$ cat src/rtl/cpu_pkg.sv
// Shared opcode constants and instruction-class helper for the decode stage.
package cpu_pkg;

  localparam logic [3:0] OP_REL     = 4'b0001;
  localparam logic [3:0] OP_JMP     = 4'b1110;
  localparam logic [3:0] OP_JNZ     = 4'b1111;
  localparam logic [2:0] ALU_PREFIX = 3'b110;
  localparam logic [1:0] MOV_PREFIX = 2'b10;

  localparam logic [7:0] NOP_C8   = 8'hC8;
  localparam logic [7:0] NOP_CF   = 8'hCF;
  localparam logic [7:0] NOP_D8   = 8'hD8;
  localparam logic [7:0] NOP_DF   = 8'hDF;
  localparam logic [7:0] IR_RESET = 8'hC8;

  typedef enum logic [2:0] {
    CLS_LD    = 3'd0,
    CLS_REL   = 3'd1,
    CLS_MOV   = 3'd2,
    CLS_ALU   = 3'd3,
    CLS_JMP   = 3'd4,
    CLS_JNZ   = 3'd5,
    CLS_OTHER = 3'd6
  } insn_class_e;

  // Relative branch shares the ir[7]=0 space with loads and takes priority.
  function automatic insn_class_e decode_class(input logic [7:0] word);
    insn_class_e cls;
    if (word[7:4] == OP_REL) begin
      cls = CLS_REL;
    end else if (word[7] == 1'b0) begin
      cls = CLS_LD;
    end else if (word[7:6] == MOV_PREFIX) begin
      cls = CLS_MOV;
    end else if (word[7:5] == ALU_PREFIX) begin
      cls = CLS_ALU;
    end else if (word[7:4] == OP_JMP) begin
      cls = CLS_JMP;
    end else if (word[7:4] == OP_JNZ) begin
      cls = CLS_JNZ;
    end else begin
      cls = CLS_OTHER;
    end
    return cls;
  endfunction

endpackage

$ cat src/rtl/sat_counter.sv
// Saturating up-counter: increments on inc, sticks at all-ones, clears on reset.
module sat_counter #(
  parameter int W = 16
) (
  input  logic         clk,
  input  logic         sync_reset_n,
  input  logic         inc,
  output logic [W-1:0] count
);

  // Count register with saturation at the maximum value.
  always_ff @(posedge clk) begin
    if (!sync_reset_n) begin
      count <= {W{1'b0}};
    end else if (inc && (count != {W{1'b1}})) begin
      count <= count + W'(1);
    end else begin
      count <= count;
    end
  end

endmodule

$ cat src/rtl/instruction_decoder.sv
// Instruction register, combinational decode, zero flag and performance counters
// sitting between program memory and the sequencer.
module instruction_decoder
  import cpu_pkg::*;
#(
  parameter int CNT_W = 16
) (
  input  logic             clk,
  input  logic             sync_reset_n,
  input  logic [7:0]       pm_data,
  input  logic             alu_zero,
  output logic [7:0]       ir,
  output logic             jmp,
  output logic             jmp_nz,
  output logic             dont_jmp,
  output logic [3:0]       jmp_addr,
  output logic             ld_en,
  output logic [2:0]       ld_dst,
  output logic [3:0]       imm,
  output logic             mov_en,
  output logic [2:0]       mov_dst,
  output logic [2:0]       mov_src,
  output logic             alu_en,
  output logic [2:0]       alu_func,
  output logic             alu_src_sel,
  output logic             alu_dst_sel,
  output logic             NOPC8,
  output logic             NOPCF,
  output logic             NOPD8,
  output logic             NOPDF,
  output logic             rel_br,
  output logic [CNT_W-1:0] instr_count,
  output logic [CNT_W-1:0] xfer_count
);

  logic [7:0]  ir_r;
  logic        zf_r;
  logic        xfer_inc_s;
  insn_class_e cls_s;

  // Instruction register: one-cycle capture of the program-memory word.
  always_ff @(posedge clk) begin
    if (!sync_reset_n) begin
      ir_r <= IR_RESET;
    end else begin
      ir_r <= pm_data;
    end
  end

  // Zero flag is written only by real ALU operations, so NOPs leave it intact.
  always_ff @(posedge clk) begin
    if (!sync_reset_n) begin
      zf_r <= 1'b0;
    end else if (alu_en) begin
      zf_r <= alu_zero;
    end else begin
      zf_r <= zf_r;
    end
  end

  assign cls_s       = decode_class(ir_r);
  assign ir          = ir_r;
  assign dont_jmp    = zf_r;
  assign jmp_addr    = ir_r[3:0];
  assign imm         = ir_r[3:0];
  assign ld_dst      = ir_r[6:4];
  assign mov_dst     = ir_r[5:3];
  assign mov_src     = ir_r[2:0];
  assign alu_func    = ir_r[2:0];
  assign alu_src_sel = ir_r[3];
  assign alu_dst_sel = ir_r[4];

  // Class decode; the four NOP words sit inside the ALU space and mask alu_en.
  always_comb begin
    rel_br = 1'b0;
    ld_en  = 1'b0;
    mov_en = 1'b0;
    alu_en = 1'b0;
    jmp    = 1'b0;
    jmp_nz = 1'b0;
    NOPC8  = 1'b0;
    NOPCF  = 1'b0;
    NOPD8  = 1'b0;
    NOPDF  = 1'b0;
    case (cls_s)
      CLS_REL: rel_br = 1'b1;
      CLS_LD:  ld_en  = 1'b1;
      CLS_MOV: mov_en = 1'b1;
      CLS_ALU: begin
        case (ir_r)
          NOP_C8:  NOPC8  = 1'b1;
          NOP_CF:  NOPCF  = 1'b1;
          NOP_D8:  NOPD8  = 1'b1;
          NOP_DF:  NOPDF  = 1'b1;
          default: alu_en = 1'b1;
        endcase
      end
      CLS_JMP: jmp    = 1'b1;
      CLS_JNZ: jmp_nz = 1'b1;
      default: begin
        rel_br = 1'b0;
      end
    endcase
  end

  assign xfer_inc_s = jmp | (jmp_nz & ~zf_r) | rel_br;

  sat_counter #(.W(CNT_W)) u_instr_cnt (
    .clk          (clk),
    .sync_reset_n (sync_reset_n),
    .inc          (1'b1),
    .count        (instr_count)
  );

  sat_counter #(.W(CNT_W)) u_xfer_cnt (
    .clk          (clk),
    .sync_reset_n (sync_reset_n),
    .inc          (xfer_inc_s),
    .count        (xfer_count)
  );

endmodule
$ cat config.mk
export PLATFORM = sky130hd
export DESIGN_NAME = instruction_decoder
export DESIGN_NICKNAME = d
export VERILOG_FILES = /design/src/rtl/cpu_pkg.sv /design/src/rtl/sat_counter.sv /design/src/rtl/instruction_decoder.sv
export SDC_FILE = /design/constraint.sdc
export NUM_CORES = 1
export LEC_CHECK = 0
export CORE_ASPECT_RATIO = 0.8
export CORE_MARGIN = 5
export CORE_UTILIZATION = 40
export CTS_BUF_LIST = sky130_fd_sc_hd__clkbuf_16
export CTS_CLUSTER_SIZE = 30
export DETAILED_ROUTE_END_ITERATION = 16
export GPL_TIMING_DRIVEN = 0
export PLACE_DENSITY_LB_ADDON = 0.12
export SLEW_MARGIN = 20
export SYNTH_ARGS = -nofsm -noshare
export SYNTH_HDL_FRONTEND = slang
export SYNTH_HIERARCHICAL = 1
export SYNTH_SLANG_ARGS = --single-unit
$ cat constraint.sdc
create_clock -name clk -period 1.84 [get_ports clk]
set_input_delay 0.184 -clock clk [delete_from_list [all_inputs] [get_ports clk]]
set_output_delay 0.184 -clock clk [all_outputs]
set_load 0.05 [all_outputs]
# Word-level counts from Yosys, hierarchy flattened
# Index checks and enable logic that the tools add are counted.
# classes
shift,0
add_sub_neg,2
bitwise,4
muxes,21
reduce_logical,3
mul,0
n_eq_ne,16
n_div,0
n_lt_le_gt_ge,0
# ops
cell,count
"adder 16 x 1 -> 16 bit, second input constant",2
"equality test 8 bit, second input constant",4
"!= test 16 bit, second input constant",2
two-way mux 1 bit,15
two-way mux 3 bit,4
"equality test 3 bit, second input constant",3
"equality test 4 bit, second input constant",2
"equality test 3 x 2 -> 1 bit, second input constant",2
"equality test 4 x 1 -> 1 bit, second input constant",1
two-way mux 2 bit,2
OR reduction 4 bit,1
"equality test 3 x 1 -> 1 bit, second input constant",1
logical NOT 3 bit,1
"equality test 2 bit, second input constant",1
OR 1 bit,2
AND 1 bit,1
logical AND 1 bit,1
inverter 1 bit,1
# totals
memories,0
mem_bits_rw,0
out_inout_bits,73
wordCells,50
latch_bits,0
register_bits,41
mem_bits_ro,0

# Depth between registers and ports, before layout
# Gate-level depths: netlist of run 1.
# depth
depth_word,13
ltp_mapped,7
ltp_nobuf,7

# By module
# The synthesis of run 1 kept the hierarchy.
# by_module_without_submodules
mod,area_each_um2,seq_area_each_um2,cells_each,n_inst
sat_counter,837.1,320.3,97,2
instruction_decoder,549.3,180.2,63,1

# Worst setup path before layout of run 1
# Ideal clock, no wire load.
# synth_timing
path_type,reg2reg
from,"register ir_r[4], in the netlist ir[4]"
to,register u_xfer_cnt.count[6]
slack_ns,-0.695
synth_period_minus_slack_ns,2.535
stages_incl_launch_ff,8
arrival_time_ns,2.465
required_time_ns,1.770
n_path_buf,0
path_cell_list,dfxtp_1 > nor3b_1 > and2b_1 > or2_2 > and4_1 > o41ai_1 > or3_1 > a21oi_1
# synth_between
elab_cells_between_ends,19
classes_between,eq/ne: 6; mux: 9; bitwise: 3; reduce/logical: 1
# synth_rtl
element,line,source
from (decl),instruction_decoder.sv:36,logic [7:0] ir_r;
from (signal assigned),instruction_decoder.sv:46,ir_r <= pm_data;
equality test 4 bit,cpu_pkg.sv:39,end else if (word[7:4] == OP_JNZ) begin
two-way mux 2 bit,cpu_pkg.sv:39,
two-way mux 2 bit,cpu_pkg.sv:37,end else if (word[7:4] == OP_JMP) begin
two-way mux 3 bit,cpu_pkg.sv:35,end else if (word[7:5] == ALU_PREFIX) begin
two-way mux 3 bit,cpu_pkg.sv:33,end else if (word[7:6] == MOV_PREFIX) begin
two-way mux 3 bit,cpu_pkg.sv:31,end else if (word[7] == 1'b0) begin
two-way mux 3 bit *,cpu_pkg.sv:29,if (word[7:4] == OP_REL) begin
equality test 3 x 1 -> 1 bit *,instruction_decoder.sv:85,case (cls_s)
two-way mux 1 bit *,instruction_decoder.sv:85,
via rel_br,instruction_decoder.sv:31,"output logic rel_br,"
OR 1 bit *,instruction_decoder.sv:106,assign xfer_inc_s = jmp | (jmp_nz & ~zf_r) | rel_br;
via xfer_inc_s,instruction_decoder.sv:38,logic xfer_inc_s;
logical AND 1 bit *,sat_counter.sv:15,end else if (inc && (count != {W{1'b1}})) begin
to (signal assigned),sat_counter.sv:14,count <= {W{1'b0}};
to (signal assigned),sat_counter.sv:16,count <= count + W'(1);
to (signal assigned),sat_counter.sv:18,count <= count;
to (decl),sat_counter.sv:8,output logic [W-1:0] count
# The timed path passes the listed nets; every way through them passes the cells marked *.
# A chain may end at the register's enable or synchronous reset.

# Final worst setup path of run 1
# layout_timing
from,register u_xfer_cnt.count[2]
to,output xfer_count[2]
# layout_rtl
element,line,source
to (decl),instruction_decoder.sv:33,output logic [CNT_W-1:0] xfer_count
# No word-level cell between the ends.

==> run metrics, run 1 <==
slowest library cell on the worst path clkdlybuf4s50_1; worst setup path start u_xfer_cnt/count[2]; reg-to-reg startpoint ir[5]; port buffer count 83; met1 WL 2900 um; Core Region 5440 sq um; Detailed Routing Iterations Pass 1 4; Core Util, Final roughly 64%; Final Setup Violations 0; layout cells sized above 1 26.8%; hold slack roughly 460 ps; Final Hold Vio Count 0; Placed Area 3250 sq um; gr usage total 17.0%; worst-path fanout max 8; drt via density 5.16; unrepaired setup endpoints after global routing true; nets@finish 374; Synth area leaders dfxtp_1 37%, buf_4 8.1%, a21oi_1 4.3%; crit-path cells clkdlybuf4s50_1; gp weighted congestion 0.815; Die Wd 93.4 um; crit start category flop; H-tree depth 2; DP HPWL 4460 um; worst slack at placement -174 ps; GR Overflow Total 0; HP Start sync_reset_n; CTS tree done; Layout area overhead 57.3%; vias in the first global route 2,024; design area 3500 sq um; Worst Setup Slack, final roughly 57 ps; Power, Total 2.13 mW; Avg Cell Area, Syn between 8 and 9 sq um; highest routing layer actually used met4; die area approximately 7200 sq um; final wirelength 6220 um; total of warnings raised by yosys 6; slowest stage delay, CP 860 ps; Hold Path Class input pin to flop; Inserted Clock Buffers 5; MaxCap Viol Count 0; vias between 2,000 and 2,500; Rel. slew slack around half; most common cell in the synthesized netlist dfxtp_1; clock root buffer clkbuf_16; n_diodes 0; Synth area leader dfxtp_1; CP Data Arrival Time between 1500 and 2000 ps; Cells after Synth between 200 and 300; peak supply drop 0.441 mV; Pins Over Slew Limit 0; sequential share of the synthesized area between 30% and 40%; FF+latch count, synth 41; period utilization 96.9%; crit path kind flop to primary output; WP data required 1660 ps; Yosys cell types 39; PD cells a little over 600 nW/um^2; Post-synth top cells 41 x dfxtp_1, 24 x buf_4, 23 x nand2_1; Setup Skew 3.56 ps; met2 wire length 2660 um; CTS sink cnt 41; Clock Path Buffers 2; largest net degree at the start of global routing 23; row cnt 24; clock insertion delay at the later pin of the skew report 280 ps; Die H 76.7 um; drc violations 0; Initial Utilization 40.9%; status finished, final reports clean; initial DRC count 95; initial antenna violation count 0; CP Capture Type primary output; mapped cell area ~2200 sq um; CP delay by family, top buffers and inverters; CP Buf/Inv Count 1; Synth top area share between 30% and 40%; Top-Level Pins 84; Post-synth ARST share 0%; Final Critical Period 1780 ps; filler instances 492; WL/cell ~14 um; Worst Tran Pin Value ~740 ps; first-pass GRT wire length roughly 9900 um; met3 wire len 587 um; Highest Clock Rate about 0.56 GHz; ys flop type dfxtp_1; Leakage Power 1.42 nW; Post-synth EDFFs 0; Worst-path clk slew 50 ps; Routed Antenna Nets 0
[path summary, 6_finish.rpt]
path                                             to  slack, ps  cells after the start
worst max-delay path                  xfer_count[2]         60                      1
worst max register to register  u_xfer_cnt/count[6]         80                      7
worst min-delay path                          ir[6]        460                      2
worst min register to register             dont_jmp        480                      2
[timing repair]
action / in CTS / in global routing
pin swaps: 0 / 4
setup buffers: 0 / 8
hold buffers: 0 / 0
gates resized for setup: 38 / 26
endpoints found under the setup margin: 42 / 34
[area by class of cell]
type,instances,area [sq um],share of cell area (%)
multi-input cells,187,1310,37.5
clock inverters,3,11.3,0.322
plain buffers,26,191,5.47
repair buffers,91,862,24.6
inverters,9,33.8,0.966
clock buffers,5,125,3.58
well taps,78,97.6,2.79
flip-flops and latches,41,866,24.7
[state kept, by name, indices dropped and copies added, names as in the netlist]
register / flops
ir: 8
u_instr_cnt/count: 16
dont_jmp: 1
u_xfer_cnt/count: 16
[cells in the final DEF, fill, tap and decap left out, types with 3 or more instances in the layout]
cell and n:
a21oi_1 18, and2_1 5, and4_1 5, buf_2 3, buf_4 31, clkbuf_16 5, clkdlybuf4s50_1 54, conb_1 7
dfxtp_1 9, dfxtp_2 30, dlygate4sd2_1 18, dlymetal6s2s_1 5, inv_1 12, mux2i_1 7, nand2_1 22, nand2b_1 7
nand3_1 12, nand3b_1 3, nand4_1 7, nor2_1 14, nor3_1 4, nor4_1 4, nor4_4 3, o21ai_0 8
o31ai_1 10, or3_1 4, or4_1 9
[logic make-up (layout without fill, tap and decap cells)]
kind of cell,after synthesis,after routing,share of synthesized area [%]
AOI/OAI and AO/OA,45,45,12.6
xor gates and xnor gates,4,4,1.58
adders and majority gates,2,2,1.13
buffers and inverters,35,134,9.96
DFF,41,41,36.9
muxes,7,7,3.15
other,1,7,0.169
and+or+nand+nor,122,122,34.5
[power by group]
part	leakage, nW	internal (mW)	switching [mW]
clock network	0.0776	0.487	0.320
registers	0.347	0.906	0.0273
logic	0.995	0.143	0.250
[stage by stage]
stage          cells  setup TNS (ps)
2_1_floorplan    263            -557
3_3_place_gp     424           -2920
3_5_place_dp     424           -3490
4_1_cts          432               0
5_1_grt          440            -119
6_report         440               0
[layer usage]
metal,track usage (%),vias to the layer above
li1,-,1133
met3,5.48,9
met1,23.1,1042
met5,0,-
met4,5.12,0
met2,25.5,85
Note: power is estimated with default switching activity, not from simulation.
==> run 2, diff against run 1 <==
Settings changed: CORE_UTILIZATION 40 to 56, DONT_BUFFER_PORTS set to 1, SETUP_SLACK_MARGIN set to 0.2.
==> run 2 against run 1 <==
The run now ends with negative setup slack left. Register-to-register slack lost 350 ps. Die area shrank 25%. Final cell count shrank 20%. Critical endpoint is now u_xfer_cnt/count[7]. Largest cell class unchanged. Largest power group unchanged. Highest routed layer unchanged.
==> run metrics, run 2 (synthesis results as in run 1) <==
switching share of power 29.3% (+1.4 points); Rel. slew slack 37.6% (-13 points); Die H 66.4 um (-13%); most frequent cells in the layout 34 x buf_4, 25 x dfxtp_4, 19 x nand2_1; crit-path cells nor3b_4 > and2b_4 > or2_4 > buf_12 > nand2_8 > or4_4 > a21oi_2; Setup TNS Final -2490 ps (-2490 ps); drt via density 6.02 (+17%); Highest Clock Rate 0.475 GHz (-15%); gp weighted congestion 0.828 (+1.6%); CP Buf/Inv Count 1 (unchanged); sequential share of power 46.9% (+3.2 points); Final Hold Vio Count 0 (unchanged); initial DRC count 134 (+41%); Hold Path Class input pin to flop; initial antenna violation count 0 (unchanged); clock root buffer clkbuf_16; CTS tree done; failing checks negative setup slack; Initial Utilization 58.1% (+17 points); Worst-path clk slew 60 ps (about the same); CP Data Arrival Time 2310 ps (+710 ps); Die Wd 80.4 um (-14%); port buffer count 0 (-100%); commonest non-fill, non-tap cell in the layout buf_4; clock insertion delay at the later pin of the skew report 280 ps (about the same); hold slack 4.70 ps (-453 ps); Inserted Clock Buffers 5 (unchanged); Final Critical Period 2110 ps (+324 ps); WP data required 2050 ps (+390 ps); slowest stage delay, CP 530 ps (-330 ps); row cnt 20 (-17%); DP HPWL 3900 um (-13%); n_diodes 0 (unchanged); Power, Total 2.06 mW (-3.3%); unrepaired setup endpoints after global routing true; Core Region 3830 sq um (-30%); die area 5340 sq um (-25%); Detailed Routing Iterations Pass 1 4 (unchanged); dpl cells 318 (-25%); vias 2,114 (-6.8%); vias in the first global route 1,923 (-5.0%); CP delay by family, top simple AND/OR/NAND/NOR gates; largest net degree at the start of global routing 21 (-8.7%); Logic pwr share 13.4% (-5.0 points); crit path kind flop to flop; GR Overflow Total 0 (unchanged); Final Setup Violations 16 (+16); peak supply drop 0.490 mV (+11%); power share of the clock group 39.7% (+1.9 points); first-pass GRT wire length 9390 um (-5.3%); CP Capture Type flop; PD cells 649 nW/um^2 (+6.4%); crit start category flop; Leakage Power 1.19 nW (-16%); slowest library cell on the worst path or4_4; status complete, but fails checks; MaxCap Viol Count 0 (unchanged); Int Pwr 1.46 mW (-5.1%); Worst Tran Pin Value 934 ps (+191 ps); Top-Level Pins 84 (unchanged); sw power 605 uW (+1.4%); Clock Path Buffers 2 (unchanged); WL/cell 18.4 um (+30%); Pins Over Slew Limit 0 (unchanged); Setup Skew 5.47 ps (+1.91 ps); CTS sink cnt 41 (unchanged); fin cells 351 (-20%); period utilization 115% (+18 points); final wirelength 6470 um (+4.0%); nets@finish 308 (-18%); Placed Area 2470 sq um (-24%); Layout area overhead 42.9%; worst slack at placement -233 ps (-58.4 ps); drc violations 0 (unchanged); design area 3180 sq um (-9.2%); Core Util, Final 83.0% (+19 points); gr usage total 22.6% (+5.6 points); layout cells sized above 1 50.7% (+24 points); H-tree depth 2 (unchanged); worst-path fanout max 7 (-1); Worst Setup Slack, final -267 ps (-324 ps); Routed Antenna Nets 0 (unchanged)
## run 2: cell types whose count changed in the layout (fill, tap and decap cells not counted), sizes merged
cell / before / now
dlygate4sd3: 0 / 3
clkdlybuf4s15: 1 / 0
dlymetal6s2s: 5 / 0
buf: 35 / 45
nand2: 23 / 24
clkinv: 0 / 1
clkbuf: 8 / 7
dlygate4sd2: 18 / 0
inv: 12 / 11
clkdlybuf4s18: 1 / 0
clkdlybuf4s50: 54 / 0
## run 2: path summary, 6_finish.rpt
check,startpoint,endpoint,slack (ps),cells past startpoint
hold reg to reg,u_xfer_cnt/count[1],u_xfer_cnt/count[1],570,2
hold / removal,pm_data[7],ir[7],5,1
setup reg to reg,ir[4],u_xfer_cnt/count[7],-270,7
setup / recovery,ir[4],u_xfer_cnt/count[7],-270,7
## run 2: cell type report
cell class / instances / area [sq um]
Sequential cell: 41 / 933
Clock inverter: 3 / 12.5
Buffer: 26 / 191
Multi-Input combinational cell: 188 / 1580
Fill cell: 208 / 651
Tap cell: 55 / 68.8
Clock buffer: 5 / 125
Timing Repair Buffer: 24 / 228
Inverter: 9 / 36.3
## run 2: power by group through the flow
stage	Sequential [mW]	Clock, mW	Combinational [mW]
detailed placement	0.995	0	0.230
CTS	0.966	0.835	0.254
global route	0.971	0.879	0.290
finish	0.966	0.819	0.277
floorplan	0.988	0	0.214
global placement	0.994	0	0.227
## run 2: per-layer routing
| layer | vias up | part of all wire (%) | GRT usage (%) |
|---|---|---|---|
| li1 | 1007 | - | - |
| met1 | 990 | 41 | 27.8 |
| met2 | 103 | 46 | 37.9 |
| met3 | 14 | 11 | 6.54 |
| met4 | 0 | 1.8 | 7.38 |
| met5 | - | 0 | 0 |
## run 2: timing repair
item,4_1_cts,5_1_grt
gates resized for setup,30,53
pin swaps,10,20
buffers inserted,12,9
cloned,0,1
hold buffers,3,0
hold endpoints to repair,3,0
endpoints found under the setup margin,38,37
## run 2: worst register-to-register path, cell delays in order (launching register included)
cell	delay [ps]
dfxtp_4	470
nor3b_4	240
and2b_4	290
or2_4	200
buf_12	120
nand2_8	60
or4_4	530
a21oi_2	120
==> run 3, diff against run 2 <==
Settings changed: ABC_CLOCK_PERIOD_IN_PS set to 1840.
==> results of run 3 <==
No change in the layout: final DEF, timing and power equal those of run 2.
